--- src/rtl/keypad_pkg.sv ---
// -----------------------------------------------------------------------------
// keypad_pkg
// Shared definitions for the 4x4 matrix keypad. The keypad driver and the
// keypad emulator both use these constants.
//   - key codes KEY_0..KEY_9, KEY_A..KEY_D, KEY_HASH, KEY_STAR, KEY_NONE
//   - one-hot column (COL_x) and row (ROW_x) patterns, bit0 = column/row 1
//   - key_col()/key_row(): map a 4-bit key code to its matrix position
//   - state_e: playback FSM states of the emulator
// -----------------------------------------------------------------------------
package keypad_pkg;

  localparam logic [4:0] KEY_0    = 5'h00;
  localparam logic [4:0] KEY_1    = 5'h01;
  localparam logic [4:0] KEY_2    = 5'h02;
  localparam logic [4:0] KEY_3    = 5'h03;
  localparam logic [4:0] KEY_4    = 5'h04;
  localparam logic [4:0] KEY_5    = 5'h05;
  localparam logic [4:0] KEY_6    = 5'h06;
  localparam logic [4:0] KEY_7    = 5'h07;
  localparam logic [4:0] KEY_8    = 5'h08;
  localparam logic [4:0] KEY_9    = 5'h09;
  localparam logic [4:0] KEY_A    = 5'h0A;
  localparam logic [4:0] KEY_B    = 5'h0B;
  localparam logic [4:0] KEY_C    = 5'h0C;
  localparam logic [4:0] KEY_D    = 5'h0D;
  localparam logic [4:0] KEY_HASH = 5'h0E;
  localparam logic [4:0] KEY_STAR = 5'h0F;
  localparam logic [4:0] KEY_NONE = 5'h10;  // first code that is not a key

  localparam logic [3:0] COL_1 = 4'b0001;
  localparam logic [3:0] COL_2 = 4'b0010;
  localparam logic [3:0] COL_3 = 4'b0100;
  localparam logic [3:0] COL_4 = 4'b1000;

  localparam logic [3:0] ROW_1 = 4'b0001;
  localparam logic [3:0] ROW_2 = 4'b0010;
  localparam logic [3:0] ROW_3 = 4'b0100;
  localparam logic [3:0] ROW_4 = 4'b1000;

  typedef enum logic [1:0] {
    ST_IDLE,
    ST_PRESS,
    ST_RELEASE
  } state_e;

  // Column that carries the key.
  function automatic logic [3:0] key_col(input logic [3:0] code);
    case (code)
      KEY_1[3:0], KEY_4[3:0], KEY_7[3:0], KEY_STAR[3:0]: key_col = COL_1;
      KEY_2[3:0], KEY_5[3:0], KEY_8[3:0], KEY_0[3:0]:    key_col = COL_2;
      KEY_3[3:0], KEY_6[3:0], KEY_9[3:0], KEY_HASH[3:0]: key_col = COL_3;
      default:                                           key_col = COL_4;  // A, B, C, D
    endcase
  endfunction

  // Row that answers when the key's column is driven.
  function automatic logic [3:0] key_row(input logic [3:0] code);
    case (code)
      KEY_1[3:0], KEY_2[3:0], KEY_3[3:0], KEY_A[3:0]: key_row = ROW_1;
      KEY_4[3:0], KEY_5[3:0], KEY_6[3:0], KEY_B[3:0]: key_row = ROW_2;
      KEY_7[3:0], KEY_8[3:0], KEY_9[3:0], KEY_C[3:0]: key_row = ROW_3;
      default:                                        key_row = ROW_4;  // *, 0, #, D
    endcase
  endfunction

endpackage

--- src/rtl/keypad_emulator_if.sv ---
// -----------------------------------------------------------------------------
// keypad_emulator_if
// Bundles the key stream (key_in/key_valid/key_ready), the matrix side
// (col/fila) and the status outputs (busy/key_err) of the keypad emulator.
//   master : the side that queues keys and scans the matrix
//   slave  : the emulator itself
// -----------------------------------------------------------------------------
interface keypad_emulator_if;

  logic [4:0] key_in;     // key code, 0x00-0x0F are valid
  logic       key_valid;  // key_in is valid this cycle
  logic       key_ready;  // a key can be accepted
  logic [3:0] col;        // one-hot column drive from the scanner
  logic [3:0] fila;       // one-hot row response, 0 when nothing pressed
  logic       busy;       // a key is playing or queued
  logic       key_err;    // invalid code accepted and dropped (1-cycle)

  modport master (
    output key_in, key_valid, col,
    input  key_ready, fila, busy, key_err
  );

  modport slave (
    input  key_in, key_valid, col,
    output key_ready, fila, busy, key_err
  );

endinterface

--- src/rtl/key_fifo.sv ---
// -----------------------------------------------------------------------------
// key_fifo
// Synchronous show-ahead FIFO holding 4-bit key codes.
//   clk, rst        : clock, synchronous active-high reset (flushes the queue)
//   push_i, din_i   : write din_i when push_i and not full
//   pop_i, dout_o   : dout_o is the head entry; pop_i removes it when not empty
//   full_o, empty_o : status flags
// Pointers carry one extra wrap bit so full and empty can be told apart when
// the index bits are equal.
// -----------------------------------------------------------------------------
module key_fifo #(
  parameter int DEPTH = 4
) (
  input  logic       clk,
  input  logic       rst,
  input  logic       push_i,
  input  logic [3:0] din_i,
  input  logic       pop_i,
  output logic [3:0] dout_o,
  output logic       full_o,
  output logic       empty_o
);

  localparam int AW = $clog2(DEPTH);

  logic [AW:0] wr_ptr_q, rd_ptr_q;
  logic [3:0]  mem_q [DEPTH];
  logic        do_push, do_pop;

  assign do_push = push_i && !full_o;
  assign do_pop  = pop_i && !empty_o;

  assign empty_o = (wr_ptr_q == rd_ptr_q);
  assign full_o  = (wr_ptr_q[AW] != rd_ptr_q[AW]) &&
                   (wr_ptr_q[AW-1:0] == rd_ptr_q[AW-1:0]);
  assign dout_o  = mem_q[rd_ptr_q[AW-1:0]];

  // NOTE: sequential state is updated with non-blocking assignments so every
  // register samples the values from before the clock edge.
  always_ff @(posedge clk) begin
    if (rst) begin
      wr_ptr_q <= '0;
      rd_ptr_q <= '0;
    end else begin
      if (do_push) wr_ptr_q <= wr_ptr_q + (AW+1)'(1);
      if (do_pop)  rd_ptr_q <= rd_ptr_q + (AW+1)'(1);
    end
  end

  // NOTE: the storage array has no reset; the pointers alone decide which
  // entries are meaningful, so clearing the data would only cost logic.
  always_ff @(posedge clk) begin
    if (do_push) mem_q[wr_ptr_q[AW-1:0]] <= din_i;
  end

endmodule

--- src/rtl/keypad_emulator.sv ---
// -----------------------------------------------------------------------------
// keypad_emulator
// Stands in for a physical 4x4 keypad. Queued key codes are played back one at
// a time: each key is "pressed" for PRESS_CYCLES cycles, then released for
// RELEASE_CYCLES cycles, then one IDLE cycle follows.
//   clk : scan clock shared with the keypad driver
//   rst : synchronous active-high reset; drops the current key and the queue
//   kp  : keypad_emulator_if.slave (key stream, col/fila matrix, busy, key_err)
// While a key is pressed, fila returns its row only when col drives exactly its
// column. fila is combinational from col because the scanner samples the rows
// while the column is still applied.
// -----------------------------------------------------------------------------
module keypad_emulator
  import keypad_pkg::*;
#(
  parameter int PRESS_CYCLES   = 8,  // >= 4 so a full column scan sees the key
  parameter int RELEASE_CYCLES = 8,  // >= 1
  parameter int FIFO_DEPTH     = 4   // power of two, >= 2
) (
  input logic               clk,
  input logic               rst,
  keypad_emulator_if.slave  kp
);

  localparam int MAX_CYC = (PRESS_CYCLES > RELEASE_CYCLES) ? PRESS_CYCLES
                                                           : RELEASE_CYCLES;
  localparam int CNT_W   = $clog2(MAX_CYC);

  state_e           state_q, state_d;
  logic [CNT_W-1:0] cnt_q, cnt_d;
  logic [3:0]       cur_key_q, cur_key_d;
  logic             err_q, err_d;
  logic [3:0]       fila;

  logic             accept, code_ok, fifo_push, fifo_pop;
  logic             fifo_full, fifo_empty;
  logic [3:0]       fifo_dout;

  // Codes at or above KEY_NONE are still handshaken but never queued.
  assign accept    = kp.key_valid && kp.key_ready && !rst;
  assign code_ok   = (kp.key_in < KEY_NONE);
  assign fifo_push = accept && code_ok;
  assign err_d     = accept && !code_ok;

  key_fifo #(
    .DEPTH (FIFO_DEPTH)
  ) u_fifo (
    .clk     (clk),
    .rst     (rst),
    .push_i  (fifo_push),
    .din_i   (kp.key_in[3:0]),
    .pop_i   (fifo_pop),
    .dout_o  (fifo_dout),
    .full_o  (fifo_full),
    .empty_o (fifo_empty)
  );

  always_ff @(posedge clk) begin
    if (rst) begin
      state_q   <= ST_IDLE;
      cnt_q     <= '0;
      cur_key_q <= '0;
      err_q     <= 1'b0;
    end else begin
      state_q   <= state_d;
      cnt_q     <= cnt_d;
      cur_key_q <= cur_key_d;
      err_q     <= err_d;
    end
  end

  always_comb begin
    // NOTE: every signal driven here gets a default first, so no path can
    // leave it unassigned and no latch is inferred.
    state_d   = state_q;
    cnt_d     = cnt_q;
    cur_key_d = cur_key_q;
    fifo_pop  = 1'b0;
    fila      = 4'b0000;

    unique case (state_q)
      ST_IDLE: begin
        if (!fifo_empty) begin
          fifo_pop  = 1'b1;
          cur_key_d = fifo_dout;
          cnt_d     = CNT_W'(PRESS_CYCLES - 1);
          state_d   = ST_PRESS;
        end
      end

      ST_PRESS: begin
        // key_col() is one-hot, so equality also rejects a col of 0 or a col
        // with several bits set.
        if (kp.col == key_col(cur_key_q)) fila = key_row(cur_key_q);
        if (cnt_q == '0) begin
          cnt_d   = CNT_W'(RELEASE_CYCLES - 1);
          state_d = ST_RELEASE;
        end else begin
          cnt_d = cnt_q - CNT_W'(1);
        end
      end

      ST_RELEASE: begin
        if (cnt_q == '0) state_d = ST_IDLE;
        else             cnt_d   = cnt_q - CNT_W'(1);
      end

      default: state_d = ST_IDLE;
    endcase
  end

  assign kp.fila      = fila;
  assign kp.key_ready = !fifo_full;
  assign kp.busy      = (state_q != ST_IDLE) || !fifo_empty;
  assign kp.key_err   = err_q;

endmodule

--- src/flat_wrapper.sv ---
// flat-port wrapper written by rule: the top's interface ports become plain ports
module keypad_emulator_flat import keypad_pkg::*;
#(
  parameter int PRESS_CYCLES   = 8,                                            
  parameter int RELEASE_CYCLES = 8,         
  parameter int FIFO_DEPTH     = 4                        
)
  (clk, rst, kp_key_in, kp_key_valid, kp_col, kp_key_ready, kp_fila, kp_busy, kp_key_err);
  keypad_emulator_if kp_i ();
  input logic clk;
  input logic rst;
  input wire logic [$bits(kp_i.key_in)-1:0] kp_key_in;
  input wire logic [$bits(kp_i.key_valid)-1:0] kp_key_valid;
  input wire logic [$bits(kp_i.col)-1:0] kp_col;
  output wire logic [$bits(kp_i.key_ready)-1:0] kp_key_ready;
  output wire logic [$bits(kp_i.fila)-1:0] kp_fila;
  output wire logic [$bits(kp_i.busy)-1:0] kp_busy;
  output wire logic [$bits(kp_i.key_err)-1:0] kp_key_err;
  assign kp_i.key_in = kp_key_in;
  assign kp_i.key_valid = kp_key_valid;
  assign kp_i.col = kp_col;
  assign kp_key_ready = kp_i.key_ready;
  assign kp_fila = kp_i.fila;
  assign kp_busy = kp_i.busy;
  assign kp_key_err = kp_i.key_err;
  keypad_emulator #(.PRESS_CYCLES(PRESS_CYCLES), .RELEASE_CYCLES(RELEASE_CYCLES), .FIFO_DEPTH(FIFO_DEPTH)) u_core (.clk(clk), .rst(rst), .kp(kp_i));
endmodule
--- config.mk ---
export PLATFORM = sky130hd
export DESIGN_NAME = keypad_emulator_flat
export DESIGN_NICKNAME = d
export VERILOG_FILES = /design/src/rtl/keypad_pkg.sv /design/src/rtl/keypad_emulator_if.sv /design/src/rtl/key_fifo.sv /design/src/rtl/keypad_emulator.sv /design/src/flat_wrapper.sv
export SDC_FILE = /design/constraint.sdc
export NUM_CORES = 1
export LEC_CHECK = 0
export BUFFER_PORTS_ARGS = -buffer_cell sky130_fd_sc_hd__buf_4
export CORE_MARGIN = 3
export CORE_UTILIZATION = 58
export DETAILED_ROUTE_END_ITERATION = 6
export PLACE_DENSITY = 0.79
export SLEW_MARGIN = 40
export SYNTH_ARGS = -nofsm -noshare
export SYNTH_HDL_FRONTEND = slang
export SYNTH_SLANG_ARGS = --single-unit
--- constraint.sdc ---
create_clock -name clk -period 3.1 [get_ports clk]
set_clock_uncertainty 0.05 [all_clocks]
set_input_delay 0.465 -clock clk [delete_from_list [all_inputs] [get_ports clk]]
set_output_delay 0.465 -clock clk [all_outputs]
set_load 0.02 [all_outputs]
==> flow_summary.json, run 1 <==
{
  "endpoint_kind": "primary output",
  "port_buffers": 18,
  "finalMaxSlewViolations": 0,
  "cts_buffers": 5,
  "drc_errors": 0,
  "ys.flop_type": "edfxtp_1",
  "final_cells": 236,
  "ant_nets": 0,
  "grt_overflow": 0,
  "grt_max_degree": 18,
  "synth_area_um2": 1880,
  "syn2layout_area_growth_pct": 12.3,
  "layout_common_cells": "21 x nor2_1, 18 x buf_4, 17 x ha_1, 16 x edfxtp_1, 13 x dfxtp_1",
  "clk_latency_ns": 0.33,
  "drt-initial-drc-count": 105,
  "critPathLaunchType": "register",
  "dp_hpwl_mm": 2.46,
  "internal_power_uw": 956,
  "rrSetupSlack_ns": 1.14,
  "start_util_pct": 60.9,
  "gp_congestion": 0.789,
  "worst_ep_required_time_ns": 2.58,
  "seq_area_um2": 805,
  "pin_count": 19,
  "fin_area_um2": 2110,
  "p_leak_uw": 0.000818,
  "crit_path_max_incr_delay_ns": 0.53,
  "grt_pass1_vias": 1325,
  "place_ws_ns": 0.381,
  "hold_class": "primary input to register",
  "setup_violations": 0,
  "netlist_instances": 172,
  "fin_setup_tns_ns": 0,
  "diodes": 0,
  "peakVddDrop_v": 0.000438,
  "max_freq_mhz": 340,
  "post_drt_wl_per_cell_um": 14.1,
  "vias_per_cell": 5.53,
  "clk_pin_slew_worst_paths_ns": 0.09,
  "dpl.cell_count": 228,
  "synth_nets": 201,
  "clkSinkCount": 32,
  "nets": 220,
  "fillers": 237,
  "finalWirelength_mm": 3.34,
  "ys_ff_latch": 32,
  "switching_share_pct": 38.1,
  "cp_max_fo": 7,
  "worst_pin_slew_ns": 0.531,
  "antenna_found_initial": 0,
  "worst-setup-path-type": "register to primary output",
  "first_pass_iters": 4,
  "drive_gt1_share_pct": 21.4,
  "layout_commonest_cell": "nor2_1",
  "track_usage_pct": 18.7,
  "syn_avg_cell_area_um2": 10.9,
  "finalCriticalPeriod_ns": 2.94,
  "post_dp_cell_area_um2": 2020,
  "rows": 20,
  "critPathSlowestCell": "or4b_4",
  "slew_headroom_pct": 64.5,
  "cts_setup_buffers": 0,
  "clock_path_buffers": 2,
  "ys_seq_area_share_pct": 42.7,
  "cts_tree": "done",
  "cts_root_buf": "clkbuf_4",
  "rsz0062_at_grt": "no",
  "multi_input_area_um2": 1000,
  "drv_cap": 0,
  "cts_max_level": 2,
  "outcome": "complete, no violations",
  "ys_warn_count": 0,
  "synth.distinct_cells": 45,
  "die_h_um": 62.9,
  "p_sw_uw": 588,
  "finalCritPeriodShare_pct": 94.9,
  "p_per_area_nw_per_um2": 733,
  "crit_chain": "inv_1, ha_1, mux2i_1, xor2_1, a21oi_1, or4b_4, nor4_2, buf_4",
  "cp.arrival_ns": 2.43,
  "fin_ws_ns": 0.158,
  "p_comb_share_pct": 41.4,
  "vias": 1304,
  "hold-worst-slack_ns": 0.278,
  "grt_pass1_wl_mm": 5.84,
  "dieArea_um2": 3950,
  "synth-async-reset-ratio_pct": 0,
  "die_w_um": 62.9,
  "p_seq_share_pct": 38.6,
  "synth_edf_count": 16,
  "hold_viol": 0,
  "clockPowerShare_pct": 20.0,
  "core_um2": 3080
}
Yosys cell counts (all sizes together) (2+ instances only):
cell type / number / area share [%]
edfxtp: 16 / 26
buf: 4 / 1.7
nor3: 5 / 1.3
o21ai: 6 / 1.6
a21oi: 10 / 2.7
nand2b: 5 / 2.1
xnor2: 7 / 3.3
and2: 5 / 1.8
clkbuf: 2 / 0.93
nor2: 21 / 4.2
o31ai: 2 / 0.80
nand3: 3 / 0.80
mux4: 4 / 4.8
xor2: 5 / 2.3
nand2: 6 / 1.2
a211oi: 2 / 0.80
ha: 17 / 11
dfxtp: 16 / 17
nor2b: 2 / 0.67
inv: 8 / 1.6
mux2i: 7 / 3.7
power by group through the flow:
| stage | Sequential [µW] | Clock, µW | Combinational (µW) |
|---|---|---|---|
| after global placement | 596 | 0 | 598 |
| after floorplan | 549 | 0 | 556 |
| after global routing | 611 | 337 | 714 |
| after CTS | 593 | 316 | 633 |
| final | 596 | 308 | 640 |
| after detailed placement | 602 | 0 | 624 |
cell families after synthesis:
group | share of synthesized area (%)
DFF | 42.7
AOI/OAI and AO/OA | 11.5
adders and majority gates | 11.3
xor gates and xnor gates | 5.60
buffers and inverters | 4.20
muxes | 9.14
and+or+nand+nor | 15.5
per-layer routing:
metal | wire length, µm | GRT usage (%) | vias to the layer above
met5 | 0 | 0 | -
met4 | 61 | 7.99 | 0
met3 | 132 | 5.40 | 9
met2 | 1700 | 32.9 | 24
met1 | 1450 | 20.8 | 617
li1 | - | - | 654
worst paths after layout:
check,startpoint,to,depth (start not counted)
hold / removal,kp_key_in[0],u_core.u_fifo.mem_q[2][0],1
setup reg to reg,u_core.u_fifo.rd_ptr_q[0],u_core.cnt_q[0],5
hold reg to reg,u_core.cnt_q[1],u_core.cnt_q[1],2
setup / recovery,u_core.cur_key_q[1],kp_fila[0],8
layout make-up:
type	count	share of cell area, %
multi-input cells	126	47.5
flip-flops and latches	32	38.2
repair buffers	18	6.42
well taps	44	2.61
clock inverters	3	2.02
clock buffers	5	1.78
inverters	8	1.43
stage by stage:
| step | utilization (%) | power, µW |
|---|---|---|
| floorplan | - | 1100 |
| global placement | 65.5 | 1190 |
| detailed placement | 65.5 | 1230 |
| CTS | 68.1 | 1540 |
| global route | 68.4 | 1660 |
| finish | 68.4 | 1540 |
worst max-delay path: cells and delay by family, from the launching register on:
| kind | cells | cell delay (ns) |
|---|---|---|
| buffers and inverters | 2 | 0.28 |
| adders and majority gates | 1 | 0.24 |
| and+or+nand+nor | 2 | 0.78 |
| AOI/OAI and AO/OA | 1 | 0.06 |
| DFF | 1 | 0.40 |
| xor gates and xnor gates | 1 | 0.16 |
| muxes | 1 | 0.18 |
flip-flops by register name, summed over array words and instances (netlist names):
register and cells:
u_core.u_fifo.mem_q 16, u_core.cur_key_q 4, u_core.cnt_q 3, u_core.u_fifo.rd_ptr_q 3
u_core.u_fifo.wr_ptr_q 3, u_core.state_q 2, u_core.kp.key_err 1
what timing repair did:
item,4_1_cts,5_1_grt
gates resized for setup,0,4
setup endpoints to repair,0,4
hold buffers,0,0
No activity file was read; power rests on OpenSTA's default activity.
==> run 2, diff against run 1 <==
Settings changed: BUFFER_PORTS_ARGS -buffer_cell sky130_fd_sc_hd__buf_4 to -buffer_cell sky130_fd_sc_hd__buf_2, CORE_UTILIZATION 58 to 52, PLACE_DENSITY 0.79 to 0.74.
Clock period 3.1 ns to 2.7 ns, I/O delays scaled along.
==> flow_summary.json, run 2 (same netlist as run 1, synthesis figures left out) <==
{
  "crit_start": "u_core.cur_key_q[1]",
  "cp_num_cells": 8,
  "hold_class": "primary input to register",
  "hold_depth": 1,
  "cp_top_family": "simple AND/OR/NAND/NOR gates",
  "rsz0062_at_grt": "yes",
  "nets": 227,
  "use_met2_pct": 30.3,
  "finalCritPeriodShare_pct": 105,
  "finalWirelength_mm": 3.31,
  "max_freq_mhz": 352,
  "outcome": "complete, but fails checks",
  "grt_overflow": 0,
  "pin_count": 19,
  "start_util_pct": 54.9,
  "p_seq_share_pct": 37.6,
  "timing.rr.end": "u_core.u_fifo.wr_ptr_q[2]",
  "vias": 1317,
  "reg2reg_from": "u_core.u_fifo.rd_ptr_q[0]",
  "peakVddDrop_v": 0.000442,
  "grt_pass1_vias": 1318,
  "hold_viol": 0,
  "p_comb_share_pct": 48.1,
  "internal_power_uw": 1070,
  "drc_errors": 0,
  "seq_area_um2": 810,
  "cp-endpoint": "kp_fila[0]",
  "drive_gt1_share_pct": 28.6,
  "clk_pin_slew_worst_paths_ns": 0.09,
  "antenna_found_initial": 0,
  "cts_root_buf": "clkbuf_4",
  "finalCriticalPeriod_ns": 2.84,
  "ff2ff_path_depth": 5,
  "critPathLaunchType": "register",
  "p_leak_uw": 0.000838,
  "port_buffers": 18,
  "worst_ep_required_time_ns": 2.25,
  "clock_path_buffers": 2,
  "largest_reg_flops": 16,
  "cp_max_fo": 4,
  "crit_path_max_incr_delay_ns": 0.58,
  "drv_cap": 0,
  "grt-busiest-layer": "met2",
  "dp_hpwl_mm": 2.35,
  "dpl.cell_count": 233,
  "p_per_area_nw_per_um2": 817,
  "worst-setup-path-type": "register to primary output",
  "final_cells": 245,
  "clk_latency_ns": 0.33,
  "layout_commonest_cell": "nor2_1",
  "cts_max_level": 2,
  "multi_input_area_um2": 1080,
  "met3_usage_pct": 4.59,
  "worst_pin_slew_ns": 0.491,
  "clkSinkCount": 32,
  "cts_tree": "done",
  "die_w_um": 66.1,
  "vias_per_cell": 5.38,
  "cp.arrival_ns": 2.39,
  "hold-worst-slack_ns": 0.239,
  "rows": 21,
  "clockPowerShare_pct": 14.3,
  "first_pass_iters": 4,
  "p_sw_uw": 704,
  "layout_common_cells": "21 x nor2_1, 17 x buf_2, 16 x edfxtp_1, 13 x dfxtp_1, 12 x ha_1",
  "finalMaxSlewViolations": 0,
  "fillers": 276,
  "gp_congestion": 0.865,
  "critPathBufInv": 2,
  "rrSetupSlack_ns": 0.75,
  "met1_usage_pct": 18.9,
  "endpoint_kind": "primary output",
  "core_um2": 3420,
  "crit_chain": "buf_6, ha_4, mux2i_2, xor2_1, a21oi_1, or4b_4, nor4_4, buf_4",
  "ant_nets": 0,
  "fin_ws_ns": -0.143,
  "dieArea_um2": 4360,
  "post_drt_wl_per_cell_um": 13.5,
  "die_h_um": 66.1,
  "diodes": 0,
  "switching_share_pct": 39.6,
  "slew_headroom_pct": 67.1,
  "grt_pass1_wl_mm": 5.62,
  "track_usage_pct": 17.0,
  "cts_buffers": 5,
  "grt_max_degree": 18,
  "syn2layout_area_growth_pct": 16.0,
  "violations": "setup timing",
  "drt-initial-drc-count": 86,
  "final_util_pct": 63.7,
  "critPathSlowestCell": "or4b_4",
  "setup_violations": 4
}
-- run 2: cell types whose count changed in the layout (fill, tap and decap cells not counted), sizes merged --
cell	change
clkinvlp	-1
clkinv	+2
bufinv	-1
buf	+7
-- run 2: timing repair --
item | CTS | global route
setup endpoints to repair | 4 | 4
resized for setup | 13 | 10
setup buffers | 4 | 0
pin swaps | 5 | 7
hold buffers | 0 | 0
-- run 2: power by group through the flow --
stage / clock [µW] / sequential, µW / combinational, µW
global placement: 0 / 665 / 713
global route: 291 / 684 / 969
floorplan: 0 / 630 / 638
CTS: 269 / 663 / 788
detailed placement: 0 / 670 / 727
finish: 255 / 669 / 855
-- run 2: cell type report --
cell class                 count  share of cell area [%]
multi-input combinational    126                    49.6
tap                           46                    2.65
clock buffer                   5                    1.73
clock inverter                 3                   0.633
timing repair buffer          25                    6.84
sequential                    32                    37.2
inverter                       8                    1.38
-- run 2: metrics by stage --
| stage | worst slack, ns | total power (µW) | area (µm²) | setup TNS (ns) |
|---|---|---|---|---|
| after floorplan | 0.109 | 1270 | 1880 | 0 |
| after global placement | 0.165 | 1380 | 2000 | 0 |
| after detailed placement | 0.0461 | 1400 | 2000 | 0 |
| after CTS | -0.110 | 1720 | 2120 | -0.301 |
| after global routing | -0.266 | 1940 | 2180 | -0.865 |
| final | -0.143 | 1780 | 2180 | -0.348 |
-- run 2: layer usage --
metal	share of wire [%]	up-vias
met4	1.6	0
met3	3.4	7
met2	50	20
met1	44	624
li1	-	666
met5	0	-
-- run 2: worst min path at each step --
| stage | start | endpoint |
|---|---|---|
| floorplan | u_core.cnt_q[1] | u_core.cnt_q[1] |
| global placement | u_core.cnt_q[1] | u_core.cnt_q[1] |
| detailed placement | u_core.cnt_q[1] | u_core.cnt_q[1] |
| CTS | kp_key_in[1] | u_core.u_fifo.mem_q[0][1] |
| global route | kp_key_in[3] | u_core.u_fifo.mem_q[3][3] |
| finish | kp_key_in[1] | u_core.u_fifo.mem_q[2][1] |
